### src/rtl/cc_miss_req_ctrl_if.sv
// Miss-request, AXI AR/R-monitor and miss-address FIFO push signals of the line-fill sequencer.
// master = sequencer side, slave = cache pipeline / memory / FIFO side.
interface cc_miss_req_ctrl_if #(parameter int CNT_W = 2);
  logic             miss_req_valid_i;
  logic [31:0]      miss_req_addr_i;
  logic             miss_req_ready_o;
  logic             mem_arvalid_o;
  logic             mem_arready_i;
  logic [31:0]      mem_araddr_o;
  logic [3:0]       mem_arlen_o;
  logic [2:0]       mem_arsize_o;
  logic [1:0]       mem_arburst_o;
  logic             mem_rvalid_i;
  logic             mem_rready_i;
  logic             mem_rlast_i;
  logic             miss_addr_fifo_full_i;
  logic             miss_addr_fifo_wren_o;
  logic [31:0]      miss_addr_fifo_wdata_o;
  logic [CNT_W-1:0] outstanding_o;
  logic             busy_o;
  logic             protocol_err_o;

  modport master (
    input  miss_req_valid_i, miss_req_addr_i, mem_arready_i,
           mem_rvalid_i, mem_rready_i, mem_rlast_i, miss_addr_fifo_full_i,
    output miss_req_ready_o, mem_arvalid_o, mem_araddr_o, mem_arlen_o, mem_arsize_o,
           mem_arburst_o, miss_addr_fifo_wren_o, miss_addr_fifo_wdata_o,
           outstanding_o, busy_o, protocol_err_o
  );

  modport slave (
    output miss_req_valid_i, miss_req_addr_i, mem_arready_i,
           mem_rvalid_i, mem_rready_i, mem_rlast_i, miss_addr_fifo_full_i,
    input  miss_req_ready_o, mem_arvalid_o, mem_araddr_o, mem_arlen_o, mem_arsize_o,
           mem_arburst_o, miss_addr_fifo_wren_o, miss_addr_fifo_wdata_o,
           outstanding_o, busy_o, protocol_err_o
  );
endinterface

### src/rtl/cc_miss_req_ctrl.sv
// Line-fill miss sequencer: one 8x64b WRAP AXI read per miss, outstanding-fill throttle.
// Optional macro CC_SAME_LINE_STALL_EN holds off a miss to the line most recently issued.
module cc_miss_req_ctrl #(
  parameter int MAX_OUTSTANDING = 2,
  parameter int CNT_W           = 2
) (
  input  logic            clk,
  input  logic            rst_n,
  cc_miss_req_ctrl_if.master bus
);

  typedef enum logic {IDLE, AR_REQ} state_t;

  state_t           state;
  logic [31:0]      miss_addr;
  logic [31:0]      araddr;
  logic             arvalid;
  logic [CNT_W-1:0] outstanding;
  logic [CNT_W-1:0] cnt_nxt;
  logic             perr;
  logic             ar_hs;
  logic             r_done;
  logic             stall;
  logic             can_accept;

  assign ar_hs  = (state == AR_REQ) && bus.mem_arready_i;
  assign r_done = bus.mem_rvalid_i && bus.mem_rready_i && bus.mem_rlast_i;

  // Simultaneous issue and completion cancel; an unmatched completion at zero saturates.
  always_comb begin
    cnt_nxt = outstanding;
    if (ar_hs && !r_done)
      cnt_nxt = outstanding + CNT_W'(1);
    else if (r_done && !ar_hs && (outstanding != '0))
      cnt_nxt = outstanding - CNT_W'(1);
  end

`ifdef CC_SAME_LINE_STALL_EN
  logic [25:0] lastline;
  logic        line_vld;
  assign stall = line_vld && (bus.miss_req_addr_i[31:6] == lastline);
`else
  assign stall = 1'b0;
`endif

  assign can_accept = (state == IDLE) && (outstanding < CNT_W'(MAX_OUTSTANDING)) &&
                      !bus.miss_addr_fifo_full_i && !stall;

  always_ff @(posedge clk) begin
    if (!rst_n) begin
      state       <= IDLE;
      miss_addr   <= '0;
      araddr      <= '0;
      arvalid     <= 1'b0;
      outstanding <= '0;
      perr        <= 1'b0;
`ifdef CC_SAME_LINE_STALL_EN
      lastline    <= '0;
      line_vld    <= 1'b0;
`endif
    end else begin
      outstanding <= cnt_nxt;
      if (r_done && !ar_hs && (outstanding == '0))
        perr <= 1'b1;
      case (state)
        IDLE: if (bus.miss_req_valid_i && can_accept) begin
          miss_addr <= bus.miss_req_addr_i;
          araddr    <= {bus.miss_req_addr_i[31:3], 3'b000};
          arvalid   <= 1'b1;
          state     <= AR_REQ;
        end
        AR_REQ: if (bus.mem_arready_i) begin
          arvalid <= 1'b0;
          state   <= IDLE;
          if (bus.miss_addr_fifo_full_i)
            perr <= 1'b1;
        end
      endcase
`ifdef CC_SAME_LINE_STALL_EN
      if (ar_hs) begin
        lastline <= miss_addr[31:6];
        line_vld <= 1'b1;
      end else if (cnt_nxt == '0) begin
        line_vld <= 1'b0;
      end
`endif
    end
  end

  assign bus.miss_req_ready_o       = can_accept;
  assign bus.mem_arvalid_o          = arvalid;
  assign bus.mem_araddr_o           = araddr;
  assign bus.mem_arlen_o            = 4'd7;
  assign bus.mem_arsize_o           = 3'd3;
  assign bus.mem_arburst_o          = 2'b10;
  // Full address goes to the fill unit; it derives the wrap start from bits [5:3].
  assign bus.miss_addr_fifo_wren_o  = ar_hs;
  assign bus.miss_addr_fifo_wdata_o = miss_addr;
  assign bus.outstanding_o          = outstanding;
  assign bus.busy_o                 = (state != IDLE) || (outstanding != '0);
  assign bus.protocol_err_o         = perr;

endmodule

### src/flat_wrapper.sv
// flat-port wrapper written by rule: the top's interface ports become plain ports
module cc_miss_req_ctrl_flat 
#(
  parameter int MAX_OUTSTANDING = 2,
  parameter int CNT_W           = 2
)
  (clk, rst_n, bus_miss_req_valid_i, bus_miss_req_addr_i, bus_mem_arready_i, bus_mem_rvalid_i, bus_mem_rready_i, bus_mem_rlast_i, bus_miss_addr_fifo_full_i, bus_miss_req_ready_o, bus_mem_arvalid_o, bus_mem_araddr_o, bus_mem_arlen_o, bus_mem_arsize_o, bus_mem_arburst_o, bus_miss_addr_fifo_wren_o, bus_miss_addr_fifo_wdata_o, bus_outstanding_o, bus_busy_o, bus_protocol_err_o);
  cc_miss_req_ctrl_if #(.CNT_W(CNT_W)) bus_i ();
  input  logic clk;
  input  logic rst_n;
  input wire logic [$bits(bus_i.miss_req_valid_i)-1:0] bus_miss_req_valid_i;
  input wire logic [$bits(bus_i.miss_req_addr_i)-1:0] bus_miss_req_addr_i;
  input wire logic [$bits(bus_i.mem_arready_i)-1:0] bus_mem_arready_i;
  input wire logic [$bits(bus_i.mem_rvalid_i)-1:0] bus_mem_rvalid_i;
  input wire logic [$bits(bus_i.mem_rready_i)-1:0] bus_mem_rready_i;
  input wire logic [$bits(bus_i.mem_rlast_i)-1:0] bus_mem_rlast_i;
  input wire logic [$bits(bus_i.miss_addr_fifo_full_i)-1:0] bus_miss_addr_fifo_full_i;
  output wire logic [$bits(bus_i.miss_req_ready_o)-1:0] bus_miss_req_ready_o;
  output wire logic [$bits(bus_i.mem_arvalid_o)-1:0] bus_mem_arvalid_o;
  output wire logic [$bits(bus_i.mem_araddr_o)-1:0] bus_mem_araddr_o;
  output wire logic [$bits(bus_i.mem_arlen_o)-1:0] bus_mem_arlen_o;
  output wire logic [$bits(bus_i.mem_arsize_o)-1:0] bus_mem_arsize_o;
  output wire logic [$bits(bus_i.mem_arburst_o)-1:0] bus_mem_arburst_o;
  output wire logic [$bits(bus_i.miss_addr_fifo_wren_o)-1:0] bus_miss_addr_fifo_wren_o;
  output wire logic [$bits(bus_i.miss_addr_fifo_wdata_o)-1:0] bus_miss_addr_fifo_wdata_o;
  output wire logic [$bits(bus_i.outstanding_o)-1:0] bus_outstanding_o;
  output wire logic [$bits(bus_i.busy_o)-1:0] bus_busy_o;
  output wire logic [$bits(bus_i.protocol_err_o)-1:0] bus_protocol_err_o;
  assign bus_i.miss_req_valid_i = bus_miss_req_valid_i;
  assign bus_i.miss_req_addr_i = bus_miss_req_addr_i;
  assign bus_i.mem_arready_i = bus_mem_arready_i;
  assign bus_i.mem_rvalid_i = bus_mem_rvalid_i;
  assign bus_i.mem_rready_i = bus_mem_rready_i;
  assign bus_i.mem_rlast_i = bus_mem_rlast_i;
  assign bus_i.miss_addr_fifo_full_i = bus_miss_addr_fifo_full_i;
  assign bus_miss_req_ready_o = bus_i.miss_req_ready_o;
  assign bus_mem_arvalid_o = bus_i.mem_arvalid_o;
  assign bus_mem_araddr_o = bus_i.mem_araddr_o;
  assign bus_mem_arlen_o = bus_i.mem_arlen_o;
  assign bus_mem_arsize_o = bus_i.mem_arsize_o;
  assign bus_mem_arburst_o = bus_i.mem_arburst_o;
  assign bus_miss_addr_fifo_wren_o = bus_i.miss_addr_fifo_wren_o;
  assign bus_miss_addr_fifo_wdata_o = bus_i.miss_addr_fifo_wdata_o;
  assign bus_outstanding_o = bus_i.outstanding_o;
  assign bus_busy_o = bus_i.busy_o;
  assign bus_protocol_err_o = bus_i.protocol_err_o;
  cc_miss_req_ctrl #(.MAX_OUTSTANDING(MAX_OUTSTANDING), .CNT_W(CNT_W)) u_core (.clk(clk), .rst_n(rst_n), .bus(bus_i));
endmodule
### config.mk
export PLATFORM = sky130hd
export DESIGN_NAME = cc_miss_req_ctrl_flat
export DESIGN_NICKNAME = d
export VERILOG_FILES = /design/src/rtl/cc_miss_req_ctrl_if.sv /design/src/rtl/cc_miss_req_ctrl.sv /design/src/flat_wrapper.sv
export SDC_FILE = /design/constraint.sdc
export NUM_CORES = 1
export LEC_CHECK = 0
export CAP_MARGIN = 20
export CORE_MARGIN = 2
export CORE_UTILIZATION = 39
export CTS_BUF_LIST = sky130_fd_sc_hd__clkbuf_4
export CTS_CLUSTER_DIAMETER = 50
export DETAILED_ROUTE_END_ITERATION = 7
export GPL_ROUTABILITY_DRIVEN = 0
export GPL_TIMING_DRIVEN = 1
export PLACE_DENSITY = 0.95
export SYNTH_ARGS = -nofsm -noshare
export SYNTH_HDL_FRONTEND = slang
export SYNTH_SLANG_ARGS = --single-unit
### constraint.sdc
create_clock -name clk -period 3.7 [get_ports clk]
set_clock_uncertainty 0.05 [all_clocks]
set_input_delay 0.37 -clock clk [delete_from_list [all_inputs] [get_ports clk]]
set_output_delay 0.37 -clock clk [all_outputs]
set_load 0.05 [all_outputs]
==> run metrics <==
Slew @ Worst Pin 0.795 ns; Core ar. 4380 µm²; vias in the first global route 1476; die height 71.6 µm; Layout fillers 399; vias 1583; Cell variety after synth 28; CTS hold repair buffers 0; Final min period about 2.4 ns; die area 5130 µm²; clock sinks 37; setup bufs post-CTS 0; CP Launch Point u_core.state$_SDFF_PN0_; M2 GR Usage about 29%; met1 usage 17.2%; Finished Layout Cells 339; Ports 120; most frequent cells in the layout clkdlybuf4s50_1, nand2_1, dfxtp_1, a21oi_1, conb_1; Residual DRC 0; final count of hold timing violations 0; placed insts 331; ANT cells 0; Die Wd 71.6 µm; Worst Setup Start Kind register; Final ANT Viol Nets 0; Seq. cell area 741 µm²; root buffer cell clkbuf_4; Starting Density 40.7%; initial DRC count 48; CP endpoint kind output pin; Worst Setup EP bus_miss_addr_fifo_wren_o; busiest layer in global routing met2; detailed-route wire length per cell 12.4 µm; PostCTS Resize Cnt 0; share of cells above drive strength 1 10.5%; commonest non-fill, non-tap cell in the layout clkdlybuf4s50_1; critical-path maximum fanout 6; Fin Hold WS 0.409 ns; Synth Warn # 0; Via density 4.67; R2R depth 4; Setup Total Neg Slack 0 ns; grt ovf 0; drt first pass iters 4; largest net degree at the start of global routing 38; Slew Limit Fails 0; IO buf count 107; global-route wire length before repair 6.60 mm; Power Density 361 nW/µm²; initial antenna violation count 0; Avg Cell Area, Syn 8.38 µm²; Worst Hold Class register to register; Final setup violation count 0; Most used DFF post-synth dfxtp_1; outcome finished clean; Clock Tree Buf Depth 2; Worst EP required 3.28 ns; Max Clk Rate 418 MHz; Leakage 0.933 nW; worst skew pair latency 0.32 ns; RSZ-0062 raised after global routing no; WP data arrival 1.97 ns; max_cap viols 0; CTS Buf Count 5; Worst R2R Setup Slack 1.80 ns; area of the multi-input gates 671 µm²; DP HPWL 3.09 mm; GR Util met3 6.05%; CTS tree built; normalized max-slew margin between 40% and 50%; Clk pin slew, worst setup/hold paths 0.11 ns; row count 24; reg-to-reg endpoint u_core.bus.miss_addr_fifo_wdata_o[26]$_SDFFE_PN0P_; Tcrit/Tclk final 64.6%; Peak VDD IR 0.171 mV; final core occ roughly three fifths; register area share after synthesis 41.5%; CTS H-Tree Depth 2; post-synthesis register bit count 37; total wire length roughly 4.2 mm; reg2reg start u_core.bus.outstanding_o[1]$_SDFFE_PN0P_; NumNets Final 326; Total Routing Usage GR 16.1%; Setup CP Type register to output pin; post-synth design cell area 1780 µm²; share of synthesized registers carrying an async set or reset 0%; Post-synth EDFFs 0; Syn Inst Count 213; area grow syn2layout 46.6%
==> stage by stage <==
step | power [W] | setup WS, ns | instance area, µm²
3_3_place_gp | 0.000754 | 1.38 | 2570
2_1_floorplan | 0.000675 | 1.50 | 1820
5_1_grt | 0.000987 | 1.22 | 2620
3_5_place_dp | 0.000759 | 1.36 | 2570
4_1_cts | 0.000957 | 1.30 | 2620
6_report | 0.000944 | 1.31 | 2620
==> worst min-delay path by stage <==
stage | start | to | slack [ns] | cells after the start
2_1_floorplan | bus_miss_req_addr_i[28] | u_core.bus.mem_araddr_o[28]$_SDFFE_PN0P_ | 0.46 | 2
3_3_place_gp | u_core.bus.miss_addr_fifo_wdata_o[1]$_SDFFE_PN0P_ | u_core.bus.miss_addr_fifo_wdata_o[1]$_SDFFE_PN0P_ | 0.39 | 2
3_5_place_dp | u_core.bus.miss_addr_fifo_wdata_o[2]$_SDFFE_PN0P_ | u_core.bus.miss_addr_fifo_wdata_o[2]$_SDFFE_PN0P_ | 0.40 | 2
4_1_cts | u_core.bus.miss_addr_fifo_wdata_o[2]$_SDFFE_PN0P_ | u_core.bus.miss_addr_fifo_wdata_o[2]$_SDFFE_PN0P_ | 0.41 | 2
5_1_grt | u_core.bus.miss_addr_fifo_wdata_o[2]$_SDFFE_PN0P_ | u_core.bus.miss_addr_fifo_wdata_o[2]$_SDFFE_PN0P_ | 0.44 | 2
6_report | u_core.bus.miss_addr_fifo_wdata_o[2]$_SDFFE_PN0P_ | u_core.bus.miss_addr_fifo_wdata_o[2]$_SDFFE_PN0P_ | 0.41 | 2
==> power breakdown <==
part / switching, W / internal [W]
logic: 0.000205 / 0.000110
clock network: 0.000127 / 0.0000688
registers: 0.0000153 / 0.000417
==> flip-flops by register name, indices dropped and copies added (netlist names) <==
| register | flops |
|---|---|
| u_core.bus.protocol_err_o | 1 |
| u_core.state | 1 |
| u_core.bus.outstanding_o | 2 |
| u_core.bus.miss_addr_fifo_wdata_o | 28 |
| u_core.bus.mem_araddr_o | 4 |
| u_core.bus.mem_arvalid_o | 1 |
==> layout make-up <==
type / count / area share, %
timing repair buffer: 108 / 41.2
sequential: 37 / 28.3
multi-input combinational: 131 / 25.6
tap: 52 / 2.49
clock buffer: 5 / 1.43
clock inverter: 3 / 0.478
inverter: 3 / 0.430
==> cells in the mapped netlist (2+ instances only) <==
master	count	area [µm²]
a21oi_1	28	140
a21oi_2	9	78.8
buf_2	3	15.0
buf_4	41	308
buf_6	4	45.0
clkbuf_1	2	7.51
conb_1	2	7.51
dfxtp_1	37	741
inv_2	2	7.51
nand2_1	57	214
nand2_2	9	56.3
nand3_1	2	10.0
nor3_1	2	10.0
==> critical path: stages (launching register included) <==
cell and delay, ns:
dfxtp_1 0.50, nand2_1 0.20, inv_2 0.14, clkdlybuf4s50_1 0.81
==> cells by family after synthesis <==
logic type	synth area share, %
AO/OA/AOI/OAI	14.5
other	0.421
flip-flops	41.5
buffers and inverters	23.0
AND/OR/NAND/NOR	20.1
XOR/XNOR	0.491
==> per-layer routing <==
| metal | vias up | part of all wire [%] |
|---|---|---|
| li1 | 777 | - |
| met1 | 718 | 41 |
| met2 | 86 | 49 |
| met3 | 2 | 10 |
| met4 | 0 | 0.36 |
| met5 | - | 0 |
(Power assumes the default switching activity.)
